<file path="src/rtl/eu_arithmetic.sv">
// Arithmetic half of the execution-unit ALU: one adder shared by eight
// micro-operations, with the result and status flags registered together.
module eu_arithmetic #(
  parameter int BUS_WIDTH = 16
) (
  input  logic                 clk,
  input  logic                 rst_n,
  input  logic                 en,
  input  logic [BUS_WIDTH-1:0] A,
  input  logic [BUS_WIDTH-1:0] B,
  input  logic [3:0]           op_select,
  output logic [BUS_WIDTH-1:0] data_out,
  output logic                 zero,
  output logic                 carry,
  output logic                 overflow,
  output logic                 negative
);

  typedef enum logic [2:0] {
    OP_MOVA  = 3'b000,
    OP_INC   = 3'b001,
    OP_ADD   = 3'b010,
    OP_ADDC  = 3'b011,
    OP_ADD1C = 3'b100,
    OP_SUB   = 3'b101,
    OP_DEC   = 3'b110,
    OP_TRA   = 3'b111
  } arith_op_e;

  arith_op_e            op_s;
  logic [BUS_WIDTH-1:0] y_s;
  logic                 cin_s;
  logic [BUS_WIDTH:0]   sum_s;
  logic [BUS_WIDTH-1:0] low_sum_s;
  logic                 msb_cin_s;
  logic                 overflow_s;
  logic                 zero_s;

  logic [BUS_WIDTH-1:0] data_r;
  logic                 zero_r;
  logic                 carry_r;
  logic                 overflow_r;
  logic                 negative_r;

  assign op_s = arith_op_e'(op_select[2:0]);

  // Decode the micro-operation into the adder's second operand and carry-in.
  always_comb begin
    y_s   = {BUS_WIDTH{1'b0}};
    cin_s = 1'b0;
    if (op_select[3]) begin
      // Reserved encodings behave as MOVA.
      y_s   = {BUS_WIDTH{1'b0}};
      cin_s = 1'b0;
    end else begin
      case (op_s)
        OP_MOVA: begin
          y_s   = {BUS_WIDTH{1'b0}};
          cin_s = 1'b0;
        end
        OP_INC: begin
          y_s   = {BUS_WIDTH{1'b0}};
          cin_s = 1'b1;
        end
        OP_ADD: begin
          y_s   = B;
          cin_s = 1'b0;
        end
        OP_ADDC: begin
          y_s   = B;
          cin_s = 1'b1;
        end
        OP_ADD1C: begin
          y_s   = ~B;
          cin_s = 1'b0;
        end
        OP_SUB: begin
          y_s   = ~B;
          cin_s = 1'b1;
        end
        OP_DEC: begin
          y_s   = {BUS_WIDTH{1'b1}};
          cin_s = 1'b0;
        end
        OP_TRA: begin
          y_s   = {BUS_WIDTH{1'b0}};
          cin_s = 1'b0;
        end
        default: begin
          y_s   = {BUS_WIDTH{1'b0}};
          cin_s = 1'b0;
        end
      endcase
    end
  end

  // Full-width sum plus the sum of the bits below the MSB, whose top bit is
  // the carry into the MSB used for signed overflow detection.
  always_comb begin
    sum_s      = {1'b0, A} + {1'b0, y_s} + {{BUS_WIDTH{1'b0}}, cin_s};
    low_sum_s  = {1'b0, A[BUS_WIDTH-2:0]} + {1'b0, y_s[BUS_WIDTH-2:0]}
               + {{(BUS_WIDTH-1){1'b0}}, cin_s};
    msb_cin_s  = low_sum_s[BUS_WIDTH-1];
    overflow_s = msb_cin_s ^ sum_s[BUS_WIDTH];
    zero_s     = (sum_s[BUS_WIDTH-1:0] == {BUS_WIDTH{1'b0}});
  end

  // Result and flag registers; all five update together on an enabled edge.
  always_ff @(posedge clk or negedge rst_n) begin
    if (!rst_n) begin
      data_r     <= {BUS_WIDTH{1'b0}};
      zero_r     <= 1'b0;
      carry_r    <= 1'b0;
      overflow_r <= 1'b0;
      negative_r <= 1'b0;
    end else if (en) begin
      data_r     <= sum_s[BUS_WIDTH-1:0];
      zero_r     <= zero_s;
      carry_r    <= sum_s[BUS_WIDTH];
      overflow_r <= overflow_s;
      negative_r <= sum_s[BUS_WIDTH-1];
    end else begin
      data_r     <= data_r;
      zero_r     <= zero_r;
      carry_r    <= carry_r;
      overflow_r <= overflow_r;
      negative_r <= negative_r;
    end
  end

  assign data_out = data_r;
  assign zero     = zero_r;
  assign carry    = carry_r;
  assign overflow = overflow_r;
  assign negative = negative_r;

endmodule

</file>
<file path="config.mk">
export PLATFORM = sky130hd
export DESIGN_NAME = eu_arithmetic
export DESIGN_NICKNAME = d
export VERILOG_FILES = /design/src/rtl/eu_arithmetic.sv
export SDC_FILE = /design/constraint.sdc
export NUM_CORES = 1
export LEC_CHECK = 0
export ABC_AREA = 0
export CAP_MARGIN = 20
export CELL_PAD_IN_SITES_DETAIL_PLACEMENT = 1
export CELL_PAD_IN_SITES_GLOBAL_PLACEMENT = 2
export CORE_UTILIZATION = 27
export CTS_CLUSTER_DIAMETER = 30
export DETAILED_ROUTE_END_ITERATION = 7
export PLACE_DENSITY_LB_ADDON = 0.1
export SYNTH_ARGS = -nofsm -noshare
export SYNTH_HDL_FRONTEND = slang
export SYNTH_SLANG_ARGS = --single-unit
</file>
<file path="constraint.sdc">
create_clock -name clk -period 1.1 [get_ports clk]
set_clock_uncertainty 0.1 [all_clocks]
set_input_delay 0.165 -clock clk [delete_from_list [all_inputs] [get_ports clk]]
set_output_delay 0.165 -clock clk [all_outputs]
set_load 0.01 [all_outputs]
</file>
# After elaboration in Yosys (flattened, before gate mapping)

Cells that the tools add are included.

Register bits after elaboration: 20
Output and inout bits: 20
Logic and storage cells: 29

Add/subtract/negate cells: 4
Bitwise operators: 2
Mux-type cells: 4
Equality and inequality tests: 7
Reductions and logical operators: 7

Operators with widths:

| cell               | number |
|---|---|
| $pmux 16 s4        | 1 |
| $add 16x16->17     | 1 |
| $add 17x1->17      | 1 |
| $add 15x15->16     | 1 |
| $add 16x1->16      | 1 |
| $logic_not 16->1   | 1 |
| $mux 16            | 1 |
| $not 16->16        | 1 |
| $eq 3x3->1 const B | 4 |
| $eq 3x2->1 const B | 2 |
| $reduce_or 3->1    | 2 |
| $reduce_or 5->1    | 1 |
| $reduce_or 2->1    | 2 |
| $eq 3x1->1 const B | 1 |
| $logic_not 3->1    | 1 |
| $pmux 1 s2         | 1 |
| $mux 1             | 1 |
| $xor 1x1->1        | 1 |

# Logic depth before layout (Yosys ltp)

Gate-level depths: netlist (run 1).

Depth in word-level cells: 7
Mapped depth: 16

# Worst setup path after synthesis (run 1)

Ideal clock, no wire load.

Path type: input-to-reg
Start point: in op_select[1]
End point: reg zero_r (netlist: zero)
Buffers on the path: 0
Data required time: 0.919 ns
Stages on the path: 12
Slack: -1.845 ns
Data arrival time: 2.765 ns
Cell sequence: a21boi_1 > nand2_1 > o21ai_0 > nand2b_1 > fa_1 > fa_1 > xnor2_1 > or4b_1 > nor4_1 > and4bb_1 > nand4_1 > o22ai_2

Longest elaborated chain between the ends: 7
Elaborated cells between the ends (all ways): 20
Those cells by class: add/sub (2); eq/ne (7); mux (4); reduce/logical (7)

Ends and longest elaborated chain:

| what                                                                | line | RTL |
|---|---|---|
| start, declared                                                     | 11   | `input logic [3:0] op_select,` |
| $eq 3x3->1, or another cell as far along                            | 56   | `case (op_s)` |
| $reduce_or 3->1 (no line) / $reduce_or 2->1 (equally long branches) | -    |  |
| $pmux 16 s4                                                         | 56   |  |
| $mux 16                                                             | 51   | `if (op_select[3]) begin` |
| $add 16x16->17                                                      | 100  | `sum_s = {1'b0, A} + {1'b0, y_s} + {{BUS_WIDTH{1'b0}}, cin_s};` |
| $add 17x1->17 *                                                     | 100  |  |
| $logic_not 16->1 *                                                  | 105  | `zero_s = (sum_s[BUS_WIDTH-1:0] == {BUS_WIDTH{1'b0}});` |
| end signal, assigned                                                | 118  | `zero_r <= zero_s;` |
| end signal, assigned                                                | 124  | `zero_r <= zero_r;` |
| end, declared                                                       | 40   | `logic zero_r;` |

Mark *: on every way between the ends. The rest lies on a longest branch, timed or not.
A chain may end at the register's enable or synchronous reset.

# Worst setup path in the final report (run 1)

Start point: in B[8]
End point: reg zero_r (netlist: zero)

Longest elaborated chain between the ends: 6

Ends and longest elaborated chain:

| what               | line   | RTL |
|---|---|---|
| start, declared    | 10     | `input logic [BUS_WIDTH-1:0] B,` |
| $not 16->16        | 74, 78 |  |
| $pmux 16 s4 *      | 56     |  |
| $mux 16 *          | 51     |  |
| $add 16x16->17 *   | 100    |  |
| $add 17x1->17 *    | 100    |  |
| $logic_not 16->1 * | 105    |  |

Marks and branches as above.

==> impl_metrics.csv, run 1 <==
group,metric,value,unit
sta,setup_slack,-1546,ps
synth,synth_ff_type,"dfrtp_1",
worst_setup_path,path_delay_family,"buffers and inverters",
sta,slew_headroom,67.45,%
placement,gp_congestion,0.8242,
worst_setup_path,path_buf_inv,3,
worst_setup_path,worstReg2RegStart,"data_out[15]",
routing,drtIter0Drc,45,
power,p_sw,1276,uW
synth,synth_top_cell_area_share,24.66,%
status,status,"finished with violations",
grt,grt_pass1_vias,2349,
grt,gr-usage-met2,35.28,%
worst_setup_path,cp-end-kind,"flip-flop",
die,rows,30,
synth,synth_nets,294,
sta,final_max_slew_viol_count,0,
routing,vias,2223,
routing,first_pass_iters,4,
die,start_util,28.22,%
synth,synthTopCellsByCount,"nor2_1 (43), a21oi_1 (25), dfrtp_1 (19)",
power,p_per_area,988.4,nW/um^2
worst_setup_path,cpMostUsedCell,"nor2_1",
sta,fin_crit_sh,240.5,%
sta,min_period,2646,ps
routing,wl_per_cell,14.99,um
synth,synth_edf_count,0,
routing,postRouteAntennaNets,0,
synth,netlist_top_cells_area,"dfrtp_1 (25%), ha_1 (9.7%), nor2_1 (8.4%)",
sta,tightest_slew,486.2,ps
sta,fmax,0.3780,GHz
die,core_area,6832,sq um
power,pwr-share-comb,59.5,%
worst_setup_path,crit_end,"zero",
finish,drive_gt1_share,47.84,%
worst_setup_path,cp.arrival,2680,ps
placement,dp_hpwl,5.273,mm
sta,hold_violations,0,
power,intPower,2253,uW
flow_run,drv_cap,0,
hold_path,min_path_type,"input port to async pin",
power,switching_share,36.16,%
worst_setup_path,startpoint_type,"input port",
clock_tree,clk_pin_slew,80,ps
synth,synth_cell_types,49,
grt,grt-busiest-layer,"met2",
worst_setup_path,reg2reg_slack,10,ps
finish,design_area,3571,sq um
clock_tree,cts_hold_buf,0,
synth,seq_area_frac_synth,24.66,%
finish,diodes,0,
grt,grt.overflow.total,0,
clock_tree,cts_buffers,3,
synth,synth-warning-count,0,
grt,grt_usage,19.00,%
synth,syn_avg_cell_area,8.101,sq um
grt,use_met1,24.19,%
synth,syn_inst,238,
worst_setup_path,cp_max_fo,10,
synth,async_reset_ff_share,100.0,%
worst_setup_path,path_cells,"clkdlybuf4s50_1, nor2_1, a21oi_1, nor2_1, ha_1, buf_4, nand3_1, o211ai_1, buf_4, o31ai_4, xnor2_2, nor2_1, nand4_1, o22ai_2",
routing,via_per_inst,4.770,
clock_tree,cts_root_buffer,"clkbuf_8",
finish,fin_nets,427,
worst_setup_path,cp.required,1140,ps
clock_tree,cts_sinks,19,
worst_setup_path,reg2reg_depth,3,
sta,rsz0062_at_grt,"true",
grt,antenna_found_initial,0,
worst_setup_path,reg2reg_to,"data_out[15]",
power,total_leakage_power,0.001693,uW
worst_setup_path,crit_path_start,"B[8]",
clock_tree,htree_levels,1,
worst_setup_path,slowest_delay,470,ps
clock_tree,tritoncts,"built",
worst_setup_path,cp.depth,14,
power,p_seq_share,26.5,%
worst_setup_path,critPathKind,"input port to flip-flop",
synth,yosys_register_bits,19,
routing,totalWireLength,6.985,mm
grt,grtUsageMet3,1.810,%
power,power_frac_clock,14.0,%
routing,drcViolationCount,0,
synth,syn_area,1928,sq um
worst_setup_path,crit_slowest_cell,"clkdlybuf4s50_1",
status,failed_checks,"setup timing",
power,p_total,3529,uW
sta,setup_viol,20,
die,ios,59,
synth,yosys.area.top_type,"dfrtp_1",
power,ir_drop,0.5036,mV
die,die_x,86.51,um
grt,grt_pass1_wl,11.25,mm
die,die_area,7483,sq um
clock_tree,cts_buffer_depth,2,
synth,yosysMostFrequentCell,"nor2_1",
placement,post_dp_cell_area,3123,sq um
clock_tree,clk_latency,250,ps
grt,grt_max_degree,22,
die,die_h,86.51,um
placement,numPortBuffers,58,
finish,area.growth.synth_to_final,85.20,%
## metal layers
| layer | wire length [um] | vias to the layer above |
|---|---|---|
| met5 | 0 | - |
| met4 | 47 | 0 |
| met3 | 178 | 4 |
| met2 | 3605 | 36 |
| met1 | 3153 | 1066 |
| li1 | - | 1117 |
## stage by stage
stage	util (%)	worst slack, ps	hold slack, ps	cells	setup TNS (ps)
global route	52.27	-1661	150.5	466	-24780
CTS	48.55	-1743	150.6	458	-24840
global placement	45.71	-2254	393.0	443	-37140
detailed placement	45.71	-2384	400.6	443	-38670
finish	52.27	-1546	152.0	466	-23200
floorplan	-	-1578	-230.6	238	-22190
## cells by family after synthesis
kind of cell    share of synthesized area (%)
compound gates                          20.31
flops                                   24.66
mux                                     11.23
xor+xnor                                4.997
fa+ha+maj                               11.81
simple gates                            22.71
buf+inv                                 4.283
## power groups by stage
| stage | clock network [uW] | registers [uW] | logic (uW) |
|---|---|---|---|
| after global routing | 532 | 954 | 2280 |
| after floorplan | 0 | 1010 | 772 |
| after global placement | 0 | 944 | 1790 |
| after CTS | 509 | 935 | 1910 |
| final | 496 | 935 | 2100 |
| after detailed placement | 0 | 957 | 1820 |
## state kept, by name, summed over array words and instances (netlist names)
register	cells
carry	1
data_out	16
overflow	1
zero	1
## what timing repair did
item                       CTS  global route
setup endpoints to repair   39            21
resized for setup          134            52
pin swaps                   22            28
setup buffers               13            10
## how the worst min path moves through the flow
stage               slack [ps]           end  cells past startpoint
finish                     150  data_out[12]                      2
global route               150         carry                      2
CTS                        150  data_out[14]                      2
detailed placement         400  data_out[12]                      1
global placement           390   data_out[6]                      1
floorplan                 -230         carry                      0
## layout make-up
type / instances / area, sq um
fillers: 815 / 3261
multi-input cells: 198 / 1732
repair buffers: 137 / 1152
flip-flops and latches: 19 / 475.5
well taps: 96 / 120.1
inverters: 12 / 45.04
clock buffers: 3 / 41.29
clock inverters: 1 / 5.005
## placed cells by master (no fill, tap or decap), types with 4 or more instances in the layout
cell,instances
mux2_4,8
a21oi_2,6
buf_2,19
clkdlybuf4s50_1,27
nand2_1,8
nand2_2,5
nor2_1,39
mux2_2,5
a21oi_1,18
buf_4,67
nand3_1,4
ha_2,5
nand2b_1,4
mux2i_1,7
inv_1,10
ha_1,10
dlymetal6s2s_1,5
xnor2_2,4
buf_6,14
dfrtp_1,19
No activity file was read; power rests on OpenSTA's default activity.
==> run 2, diff against run 1 <==
Settings changed: CTS_BUF_LIST set to sky130_fd_sc_hd__clkbuf_8 sky130_fd_sc_hd__clkbuf_16.
==> results of run 2 <==
Same layout as run 1: the final DEF is identical, and so are final timing and power.
==> run 3, diff against run 2 <==
Settings changed: MAX_ROUTING_LAYER set to met4.
==> impl_metrics.csv, run 3 (synthesis results as in run 1) <==
group,metric,value,unit
routing,drtIter0Drc,54,
finish,fin_nets,427,
placement,pre_cts_slack,-2384,ps
placement,numPortBuffers,58,
die,rows,30,
grt,grt_usage,19.58,%
sta,fin_crit_sh,240.5,%
finish,fin_cells,466,
power,ir_drop,0.5054,mV
sta,slew_headroom,67.42,%
die,die_x,86.51,um
placement,dp_cells,443,
routing,via_per_inst,4.783,
placement,dp_hpwl,5.273,mm
placement,gp_congestion,0.8366,
routing,wl_per_cell,15.04,um
worst_setup_path,worstReg2RegStart,"data_out[15]",
clock_tree,cts_sinks,19,
grt,grt.overflow.total,0,
power,total_leakage_power,0.001693,uW
die,die_area,7483,sq um
sta,setup_slack,-1545,ps
clock_tree,cts_hold_buf,0,
sta,min_period,2645,ps
worst_setup_path,cp.arrival,2680,ps
die,core_area,6832,sq um
status,failed_checks,"setup timing",
clock_tree,htree_levels,1,
finish,multi_input_area,1732,sq um
grt,antenna_found_initial,0,
worst_setup_path,cp_max_fo,10,
sta,fin_setup_tns,-23220,ps
status,status,"finished with violations",
clock_tree,cts_root_buffer,"clkbuf_8",
clock_tree,clk_pin_slew,80,ps
finish,drive_gt1_share,47.84,%
grt,grt_pass1_vias,2340,
die,ios,59,
grt,grt_max_degree,22,
flow_run,drv_cap,0,
worst_setup_path,critPathKind,"input port to flip-flop",
finish,layout_common_cells,"buf_4 (67), nor2_1 (39), clkdlybuf4s50_1 (27), dfrtp_1 (19), buf_2 (19)",
worst_setup_path,reg2reg_to,"data_out[15]",
worst_setup_path,cp-end-kind,"flip-flop",
finish,area.growth.synth_to_final,85.20,%
clock_tree,clk_latency,250,ps
worst_setup_path,reg2reg_slack,10,ps
sta,tightest_slew,486.5,ps
grt,grt_pass1_wl,11.26,mm
clock_tree,cts_buffers,3,
sta,final_max_slew_viol_count,0,
routing,first_pass_iters,4,
routing,vias,2229,
sta,setup_viol,20,
power,p_per_area,988.1,nW/um^2
hold_path,min_path_type,"input port to async pin",
die,die_h,86.51,um
clock_tree,tritoncts,"built",
routing,totalWireLength,7.007,mm
clock_tree,cts_buffer_depth,2,
worst_setup_path,cp.required,1140,ps
worst_setup_path,reg2reg_depth,3,
sta,fmax,0.3781,GHz
finish,regArea,475.5,sq um
finish,diodes,0,
finish,largest_reg_flops,16,
sta,hold_violations,0,
die,start_util,28.22,%
routing,postRouteAntennaNets,0,
sta,hold-worst-slack,151.9,ps
sta,rsz0062_at_grt,"true",
worst_setup_path,startpoint_type,"input port",
finish,fill_cells,815,
routing,drcViolationCount,0,
finish,layout.cells.most_common,"buf_4",
==> run 3: repair_timing <==
action,4_1_cts,5_1_grt
pin swaps,22,28
gates cloned,0,0
resized for setup,134,52
setup endpoints to repair,39,21
buffers inserted,13,10
endpoints found under the hold margin,0,0
==> run 3: worst max-delay path: stages <==
cell and delay, ps:
clkdlybuf4s50_1 470, nor2_1 50, a21oi_1 110, nor2_1 70, ha_1 340, buf_4 200
nand3_1 100, o211ai_1 430, buf_4 210, o31ai_4 90, xnor2_2 220, nor2_1 60
nand4_1 100, o22ai_2 60
==> run 3: stage by stage <==
step                util (%)  total power [uW]  cell area (sq um)
floorplan                  -              1781               2018
global placement       45.71              2734               3123
detailed placement     45.71              2776               3123
CTS                    48.55              3357               3317
global route           52.27              3763               3571
finish                 52.27              3528               3571
==> run 3: cell type report <==
class                   count  share of cell area [%]
clock buffers               3                   1.156
clock inverters             1                  0.1402
inverters                  12                   1.261
multi-input cells         198                   48.49
flip-flops and latches     19                   13.31
well taps                  96                   3.364
repair buffers            137                   32.27
==> run 3: power by group <==
part / internal [uW] / switching (uW)
sequential: 849 / 87.1
clock: 252 / 242
combinational: 1150 / 946
==> run 3: how the worst max path moves through the flow <==
stage,to,slack [ps],startpoint,cells after the start
after global routing,zero,-1660,B[8],14
final,zero,-1550,B[8],14
after floorplan,zero,-1580,op_select[1],12
after detailed placement,data_out[15],-2380,op_select[2],15
after CTS,zero,-1740,op_select[0],13
after global placement,data_out[15],-2250,op_select[2],15
==> run 3: layer usage <==
metal  share of wire [%]  vias up  global-route usage [%]
met3                 2.8        4                   1.810
met2                  51       40                   35.21
li1                    -     1117                       -
met5                   0        -                       -
met1                  45     1068                   24.31
met4                0.57        0                   2.879
